## src/rtl/tang_nano_pkg.sv

```systemverilog
// Board-level constants shared by the Tang Nano designs.
// Also provides a counter width helper that never returns zero bits.
package tang_nano_pkg;

   localparam int unsigned TANG_NANO_HZ = 24_000_000;

   // $clog2 collapses to 0 for n <= 1; a counter still needs one bit.
   function automatic int unsigned cnt_width(input int unsigned n);
      return (n > 1) ? $clog2(n) : 1;
   endfunction

endpackage

```

## src/rtl/sync_2ff.sv

```systemverilog
// Two-flop synchronizer for one asynchronous bit.
// Both flops load RESET_VAL on a synchronous reset.
module sync_2ff #(
   parameter logic RESET_VAL = 1'b0
) (
   input  logic clk,
   input  logic rst,
   input  logic i_d,
   output logic o_q
);

   logic r_meta;
   logic r_sync;

   always_ff @(posedge clk) begin
      if (rst) begin
         r_meta <= RESET_VAL;
         r_sync <= RESET_VAL;
      end else begin
         r_meta <= i_d;
         r_sync <= r_meta;
      end
   end

   assign o_q = r_sync;

endmodule

```

## src/rtl/button_debounce.sv

```systemverilog
// Debounces an active-low push button and emits registered press, release
// and long-hold strobes alongside the debounced level.
module button_debounce
   import tang_nano_pkg::*;
#(
   parameter int unsigned DEBOUNCE_CYCLES = TANG_NANO_HZ / 100,
   parameter int unsigned LONG_CYCLES     = TANG_NANO_HZ
) (
   input  logic clk,
   input  logic rst,
   input  logic btn_n,
   output logic pressed,
   output logic press_pulse,
   output logic release_pulse,
   output logic long_pulse
);

   localparam int unsigned DbW   = cnt_width(DEBOUNCE_CYCLES);
   localparam int unsigned HoldW = cnt_width(LONG_CYCLES);
   localparam logic [DbW-1:0]   DbLast   = DbW'(DEBOUNCE_CYCLES - 1);
   localparam logic [HoldW-1:0] HoldLast = HoldW'(LONG_CYCLES - 1);

   typedef enum logic [1:0] {
      StReleased,
      StPressChk,
      StPressed,
      StReleaseChk
   } state_e;

   logic             w_btn_s;
   state_e           r_state,         w_state_nxt;
   logic [DbW-1:0]   r_db_cnt,        w_db_cnt_nxt;
   logic [HoldW-1:0] r_hold_cnt,      w_hold_cnt_nxt;
   logic             r_long_done,     w_long_done_nxt;
   logic             r_pressed,       w_pressed_nxt;
   logic             r_press_pulse,   w_press_pulse_nxt;
   logic             r_release_pulse, w_release_pulse_nxt;
   logic             r_long_pulse,    w_long_pulse_nxt;

   // Synchronizer resets to 1 so a held button still needs a full debounce.
   sync_2ff #(
      .RESET_VAL(1'b1)
   ) u_sync (
      .clk(clk),
      .rst(rst),
      .i_d(btn_n),
      .o_q(w_btn_s)
   );

   always_comb begin
      w_state_nxt         = r_state;
      w_db_cnt_nxt        = r_db_cnt;
      w_hold_cnt_nxt      = r_hold_cnt;
      w_long_done_nxt     = r_long_done;
      w_pressed_nxt       = r_pressed;
      w_press_pulse_nxt   = 1'b0;
      w_release_pulse_nxt = 1'b0;
      w_long_pulse_nxt    = 1'b0;

      unique case (r_state)
         StReleased: begin
            if (!w_btn_s) begin
               w_state_nxt  = StPressChk;
               w_db_cnt_nxt = '0;
            end
         end
         StPressChk: begin
            if (w_btn_s) begin
               w_state_nxt = StReleased;
            end else if (r_db_cnt == DbLast) begin
               w_state_nxt       = StPressed;
               w_press_pulse_nxt = 1'b1;
               w_pressed_nxt     = 1'b1;
               w_hold_cnt_nxt    = '0;
               w_long_done_nxt   = 1'b0;
            end else begin
               w_db_cnt_nxt = r_db_cnt + 1'b1;
            end
         end
         StPressed: begin
            if (w_btn_s) begin
               w_state_nxt  = StReleaseChk;
               w_db_cnt_nxt = '0;
            end
         end
         StReleaseChk: begin
            if (!w_btn_s) begin
               w_state_nxt = StPressed;
            end else if (r_db_cnt == DbLast) begin
               w_state_nxt         = StReleased;
               w_release_pulse_nxt = 1'b1;
               w_pressed_nxt       = 1'b0;
            end else begin
               w_db_cnt_nxt = r_db_cnt + 1'b1;
            end
         end
         default: w_state_nxt = StReleased;
      endcase

      // Hold time keeps running through release bounce; fires once per press.
      if (r_state == StPressed || r_state == StReleaseChk) begin
         if (r_hold_cnt != HoldLast) begin
            w_hold_cnt_nxt = r_hold_cnt + 1'b1;
         end else if (!r_long_done) begin
            w_long_pulse_nxt = 1'b1;
            w_long_done_nxt  = 1'b1;
         end
      end
   end

   always_ff @(posedge clk) begin
      if (rst) begin
         r_state         <= StReleased;
         r_db_cnt        <= '0;
         r_hold_cnt      <= '0;
         r_long_done     <= 1'b0;
         r_pressed       <= 1'b0;
         r_press_pulse   <= 1'b0;
         r_release_pulse <= 1'b0;
         r_long_pulse    <= 1'b0;
      end else begin
         r_state         <= w_state_nxt;
         r_db_cnt        <= w_db_cnt_nxt;
         r_hold_cnt      <= w_hold_cnt_nxt;
         r_long_done     <= w_long_done_nxt;
         r_pressed       <= w_pressed_nxt;
         r_press_pulse   <= w_press_pulse_nxt;
         r_release_pulse <= w_release_pulse_nxt;
         r_long_pulse    <= w_long_pulse_nxt;
      end
   end

   assign pressed       = r_pressed;
   assign press_pulse   = r_press_pulse;
   assign release_pulse = r_release_pulse;
   assign long_pulse    = r_long_pulse;

endmodule

```

## config.mk

```make
export PLATFORM = sky130hd
export DESIGN_NAME = button_debounce
export DESIGN_NICKNAME = d
export VERILOG_FILES = /design/src/rtl/tang_nano_pkg.sv /design/src/rtl/sync_2ff.sv /design/src/rtl/button_debounce.sv
export SDC_FILE = /design/constraint.sdc
export NUM_CORES = 1
export LEC_CHECK = 0
export ABC_AREA = 1
export ABC_CLOCK_PERIOD_IN_PS = 3500
export CORE_MARGIN = 5
export CORE_UTILIZATION = 40
export DETAILED_ROUTE_END_ITERATION = 10
export PLACE_DENSITY_LB_ADDON = 0.05
export SYNTH_ARGS = -nofsm -noshare
export SYNTH_HDL_FRONTEND = slang
export SYNTH_SLANG_ARGS = --single-unit
```

## constraint.sdc

```tcl
create_clock -name clk -period 3.5 [get_ports clk]
set_clock_uncertainty 0.15 [all_clocks]
set_input_delay 0.7 -clock clk [delete_from_list [all_inputs] [get_ports clk]]
set_output_delay 0.7 -clock clk [all_outputs]
set_load 0.05 [all_outputs]
```

==> results by group, run 1 <==
Run status
  – Outcome: complete, no violations

STA
  – Slew headroom: 0.6531
  – Final-layout worst hold slack: 0.2802 ns
  – Hold Violations, Final: 0
  – Final slew viol count: 0
  – Min cycle time layout: around 2.3 ns
  – Measured slew at the worst slew-check pin: 0.5192 ns
  – Final worst path period share: 0.6644
  – Final setup violation count: 0
  – Worst setup margin: ~1.2 ns
  – Max Clk Rate: ~430 MHz
  – Setup_tns: 0 ns
  – RSZ-0062 raised after global routing: false

Critical path
  – Worst EP arrival: between 1 and 1.5 ns
  – Critical path type: register to output pin
  – Crit path max-delay family: buffers and inverters
  – Setup crit start kind: register
  – Reg2reg start: r_hold_cnt[0]
  – CP max stage cell: clkdlybuf4s50_1
  – Worst r2r path cells: 10
  – Crit path buf inv count: 1
  – Nature of the critical path endpoint: output pin
  – Max stage delay on crit path: 0.81 ns
  – CP Cell Sequence: clkdlybuf4s50_1
  – Crit-path max FO: 2
  – Critical path depth: 1
  – CP Data Required Time: 2.65 ns
  – Worst R2R End: r_hold_cnt[10]
  – Worst reg-to-reg setup slack: 1.31 ns

Place
  – Pre-CTS WS: 1.306 ns
  – Placer congestion estimate: between 0.8 and 0.9
  – Area after DPL: 3411 µm²
  – Hpwl dp: around 6200 µm
  – Port-buffer cells: 6

Floorplan
  – Die area: 10120 µm²
  – Die Y-Extent: between 100 and 150 µm
  – Core Area: 8093 µm²
  – Die width: 100.6 µm
  – Rows: 33
  – Starting Density: 0.4057
  – I/O Pins: 7

Yosys
  – Syn_area_per_cell: around 6.1 µm²
  – Synthesized cell area: 3283 µm²
  – Synth cell types: 32
  – Post-synthesis register bit count: 52
  – Mapped Nets: around 550
  – Synth warnings: 0
  – Register area share after synthesis: 0.3171
  – Mapped Cells: 542

Clocking
  – Hold-fix buffers, CTS: 0
  – Clock-pin slew on the worst setup and hold paths: 0.11 ns
  – CTS Sinks: 52
  – PostCTS Resize Cnt: 0
  – H-tree Lvls: 2
  – Later-pin clock latency in the skew report: 0.32 ns
  – Root buffer cell: clkbuf_8
  – Buffers inserted by post-CTS timing repair: 0
  – Clock tree buffer depth: 2
  – CTS tree: done
  – Total CTS buffers: 5

Routing
  – DRT Wirelength: ~8500 µm
  – Vias: approximately 3200
  – Antenna-violating nets left: 0
  – DRT Pass-1 Iters: 5
  – DR WL/cell: 13.07 µm
  – Remaining DRCs: 0
  – Starting DRT DRC Count: 147
  – Vias per Instance: approximately 4.9

Run
  – Max_cap viols: 0

Global routing
  – Vias in the first global route: about 3100
  – Global route overflow: 0
  – Met3 GRT Util: 0.02491
  – Total track usage: 0.1779
  – Antenna violations before repair: 0
  – M2 GR Usage: 0.3225
  – First-pass GRT wire length: 14480 µm
  – Busiest grt layer: met2
  – Largest net degree at the start of global routing: 35
  – Met1 Use GR: 0.2150

Layout
  – Fin area: 3507 µm²
  – Filler instances: 885
  – Final core utilization: 0.4334
  – ANT cells: 0
  – Share of cells above drive strength 1: 0.07706
  – Area grow syn2layout: 6.822%
  – Final nets: 549

Worst hold path
  – Hold path cells: 1
  – Tightest Hold Check Type: register to register
  – Hold EP: u_sync.o_q
  – Hold wc startpoint: u_sync.r_meta

Power
  – Maximum VDD drop: 0.0001332 V
  – Leak pwr: 0.001287 µW
  – P per Cell Area: 286.4 nW/µm²
## area by class of cell
type	instances	area, µm²	area share
Clock buffer	5	68.82	0.01962
Timing Repair Buffer	8	75.07	0.02141
Inverter	69	259.0	0.07385
Tap cell	105	131.4	0.03746
Multi-Input combinational cell	408	1904	0.5430
Clock inverter	3	27.53	0.007849
Sequential cell	52	1041	0.2968
## flip-flops by register name, summed over array words and instances (netlist names), named ones only
| signal | cells |
|---|---|
| r_hold_cnt | 25 |
| r_db_cnt | 18 |
| long_pulse | 1 |
| press_pulse | 1 |
| pressed | 1 |
| r_long_done | 1 |
| r_state | 1 |
| release_pulse | 1 |
| u_sync.o_q | 1 |
| u_sync.r_meta | 1 |
## cells by family (layout without fill, tap and decap cells)
family / Yosys count / after routing / share of synthesized area
compound gates: 52 / 52 / 0.08918
xor+xnor: 9 / 9 / 0.02401
fa+ha+maj: 2 / 2 / 0.007621
buf+inv: 82 / 85 / 0.1029
flops: 52 / 52 / 0.3171
simple gates: 345 / 345 / 0.4592
## synth_stat cells
master    instances  share of area
a21oi_1          35          0.053
a21oi_2           7          0.019
a31o_1            1         0.0027
buf_12            1         0.0061
buf_2             5         0.0076
buf_6             1         0.0034
clkbuf_1          6         0.0069
dfxtp_1          52           0.32
ha_1              2         0.0076
inv_1            66          0.075
inv_2             3         0.0034
nand2_1         157           0.18
nand2_2           8          0.015
nand2_4           1         0.0034
nand3_1          44          0.067
nand3b_1          3         0.0069
nand4_1          14          0.027
nand4_2           1         0.0038
nand4_4           1         0.0065
nor2_1           97           0.11
nor2_2            6          0.011
nor2_4            1         0.0034
nor3_1            7          0.011
nor3_2            1         0.0030
nor3_4            1         0.0050
o211ai_1          1         0.0023
o21ai_0           6         0.0091
o21ai_1           2         0.0030
or2_0             1         0.0019
or2_2             2         0.0038
xnor2_1           1         0.0027
xor2_1            8          0.021
## routing by layer
metal,part of all wire,wire length [µm],up-vias
met5,0,0,-
met3,0.020,172,13
met2,0.50,4232,28
met4,0.018,149,0
li1,-,-,1704
met1,0.46,3940,1420
## cells in the final DEF (no fill, tap or decap), types with 2 or more instances in the layout
cell / instances
nand2_1: 157
nor2_1: 97
inv_1: 66
dfxtp_1: 52
nand3_1: 44
a21oi_1: 35
nand4_1: 14
nand2_2: 8
xor2_1: 8
nor3_1: 7
a21oi_2: 7
nor2_2: 6
o21ai_0: 6
clkdlybuf4s50_1: 6
clkbuf_8: 5
nand3b_1: 3
inv_2: 3
o21ai_1: 2
or2_2: 2
ha_1: 2
buf_4: 2
## metrics by stage
| step | total power [µW] | cells |
|---|---|---|
| 6_report | 1005 | 650 |
| 5_1_grt | 1051 | 650 |
| 4_1_cts | 1020 | 650 |
| 3_5_place_dp | 634.9 | 642 |
| 3_3_place_gp | 635.0 | 642 |
| 2_1_floorplan | 627.0 | 542 |
## report_power, final
part	switching [µW]	leakage [µW]	total (µW)	internal (µW)
logic	20.8	0.000821	27.0	6.18
registers	1.35	0.000419	594	593
clock network	236	0.0000463	383	148
## worst max path at each step
stage / startpoint / endpoint
global placement: r_hold_cnt[0] / r_hold_cnt[10]
CTS: pressed / pressed
detailed placement: r_db_cnt[0] / r_long_done
global route: r_db_cnt[0] / r_hold_cnt[21]
floorplan: r_db_cnt[0] / r_hold_cnt[24]
finish: pressed / pressed
(Power assumes the default switching activity.)
==> run 2, diff against run 1 <==
- ABC_CLOCK_PERIOD_IN_PS: 3500 -> 2300
- clock period: 3.5 -> 2.3 ns (I/O delays scaled with it)
==> results by group, run 2 (synthesis gave the netlist of run 1 again) <==
Worst hold path
  – Tightest Hold Check Type: register to register
  – Hold path cells: 1
  – Hold EP: u_sync.o_q
  – Hold wc startpoint: u_sync.r_meta

Layout
  – ANT cells: 0
  – Most common cell after layout, fill and taps aside: nand2_1
  – Filler instances: 898
  – Fin area: 3550 µm²
  – Area grow syn2layout: 8.117%
  – Register area: ~1000 µm²
  – Multi-input gate area: around 1900 µm²
  – Most frequent cells in the layout: nand2_1, nor2_1, inv_1, dfxtp_1, nand3_1
  – Share of cells above drive strength 1: 0.08530
  – Non-Filler Instances: between 600 and 700
  – Final nets: 555
  – Largest regs: r_hold_cnt (25), r_db_cnt (18)
  – Largest register by flop count: r_hold_cnt
  – Max reg flops: 25
  – Final core utilization: 0.4386

Clocking
  – Root buffer cell: clkbuf_8
  – Later-pin clock latency in the skew report: ~0.31 ns
  – Hold-fix buffers, CTS: 0
  – H-tree Lvls: 2
  – Total CTS buffers: 5
  – CTS tree: done
  – Clock tree buffer depth: 2
  – Clock-pin slew on the worst setup and hold paths: 0.10 ns
  – PostCTS Resize Cnt: 0
  – Buffers inserted by post-CTS timing repair: 0
  – CTS Sinks: 52

Power
  – P per Cell Area: 424.6 nW/µm²
  – Sw frac: 0.2313
  – Total Power: between 1500 and 2000 µW
  – Int Power: around 1200 µW
  – Leak pwr: 0.001314 µW
  – Logic pwr share: 0.029
  – Sequential fraction of design power: 0.599
  – Sw Pwr: approximately 350 µW
  – Maximum VDD drop: 0.0002135 V
  – Clk network pwr share: 0.371

Critical path
  – Critical path type: register to output pin
  – Setup crit start kind: register
  – CP Cell Sequence: clkdlybuf4s50_1
  – Nature of the critical path endpoint: output pin
  – Critical path depth: 1
  – Max stage delay on crit path: 0.80 ns
  – Worst reg-to-reg setup slack: 0.26 ns
  – Worst r2r path cells: 9
  – Crit-path max FO: 2
  – CP Data Required Time: between 1.5 and 2 ns
  – CP max stage cell: clkdlybuf4s50_1
  – Worst R2R End: r_hold_cnt[13]
  – Crit path max-delay family: buffers and inverters
  – Crit path buf inv count: 1
  – Reg2reg start: r_db_cnt[0]
  – Worst EP arrival: about 1.5 ns

Routing
  – Vias per Instance: 4.995
  – Antenna-violating nets left: 0
  – Starting DRT DRC Count: between 100 and 150
  – Vias: ~3300
  – DRT Wirelength: 8458 µm
  – DRT Pass-1 Iters: 4
  – DR WL/cell: 12.89 µm
  – Remaining DRCs: 0

Global routing
  – Total track usage: 0.1804
  – Largest net degree at the start of global routing: 34
  – Met1 Use GR: 0.2216
  – M2 GR Usage: 0.3180
  – Busiest grt layer: met2
  – Vias in the first global route: between 3000 and 4000
  – Antenna violations before repair: 0
  – Global route overflow: 0
  – Met3 GRT Util: 0.02215
  – First-pass GRT wire length: 14770 µm

STA
  – Final slew viol count: 0
  – Min cycle time layout: 2.068 ns
  – Measured slew at the worst slew-check pin: around 0.50 ns
  – RSZ-0062 raised after global routing: false
  – Max Clk Rate: a little under 500 MHz
  – Final worst path period share: 0.8991
  – Hold Violations, Final: 0
  – Final setup violation count: 0
  – Setup_tns: 0 ns
  – Slew headroom: 0.6688

Place
  – DP Cell Count: 648
  – Placer congestion estimate: 0.8488
  – Hpwl dp: 6364 µm
  – Area after DPL: 3456 µm²
  – Port-buffer cells: 6

Floorplan
  – Rows: 33
  – Die area: 10120 µm²
  – Die Y-Extent: 100.6 µm
  – Core Area: 8093 µm²
  – I/O Pins: 7
  – Die width: 100.6 µm
  – Starting Density: 0.4057

Run status
  – Outcome: complete, no violations

Run
  – Max_cap viols: 0
==> run 2: cell types whose count changed in the layout (fill, tap and decap cells not counted) <==
cell and delta:
buf_4 +6, clkbuf_1 +1, clkbuf_8 +1, clkinv_4 -1
inv_8 -1
==> run 2: metal layers <==
metal  part of all wire  vias up
met5                  0        -
met4              0.028        0
met2               0.49       59
li1                   -     1722
met3              0.027       20
met1               0.46     1476
==> run 2: power groups by stage <==
| stage | registers [µW] | logic [µW] | clock network, µW |
|---|---|---|---|
| after floorplan | 924 | 29.8 | 0 |
| after global placement | 924 | 45.2 | 0 |
| after detailed placement | 924 | 45.5 | 0 |
| after CTS | 903 | 45.7 | 588 |
| after global routing | 904 | 49.3 | 625 |
| final | 903 | 44.4 | 560 |
==> run 2: layout make-up <==
class	count	share of cell area
Clock buffer	7	0.02432
Timing Repair Buffer	14	0.03384
Clock inverter	1	0.002115
Sequential cell	52	0.2933
Multi-Input combinational cell	408	0.5365
Tap cell	105	0.03701
Inverter	69	0.07296
==> run 2: how the worst max path moves through the flow <==
stage,startpoint,end,slack (ns)
final,pressed,pressed,0.23
after global routing,r_db_cnt[0],r_hold_cnt[22],0.02
after CTS,pressed,pressed,0.22
after detailed placement,r_db_cnt[0],r_hold_cnt[13],0.26
after global placement,r_db_cnt[0],r_hold_cnt[24],0.32
after floorplan,r_db_cnt[0],r_hold_cnt[24],0.53
==> run 2: through the flow <==
step,worst slack [ns],hold WS (ns)
2_1_floorplan,0.5257,0.2395
3_3_place_gp,0.3227,0.2455
3_5_place_dp,0.2577,0.2537
4_1_cts,0.2180,0.2803
5_1_grt,0.01683,0.3078
6_report,0.2321,0.2763
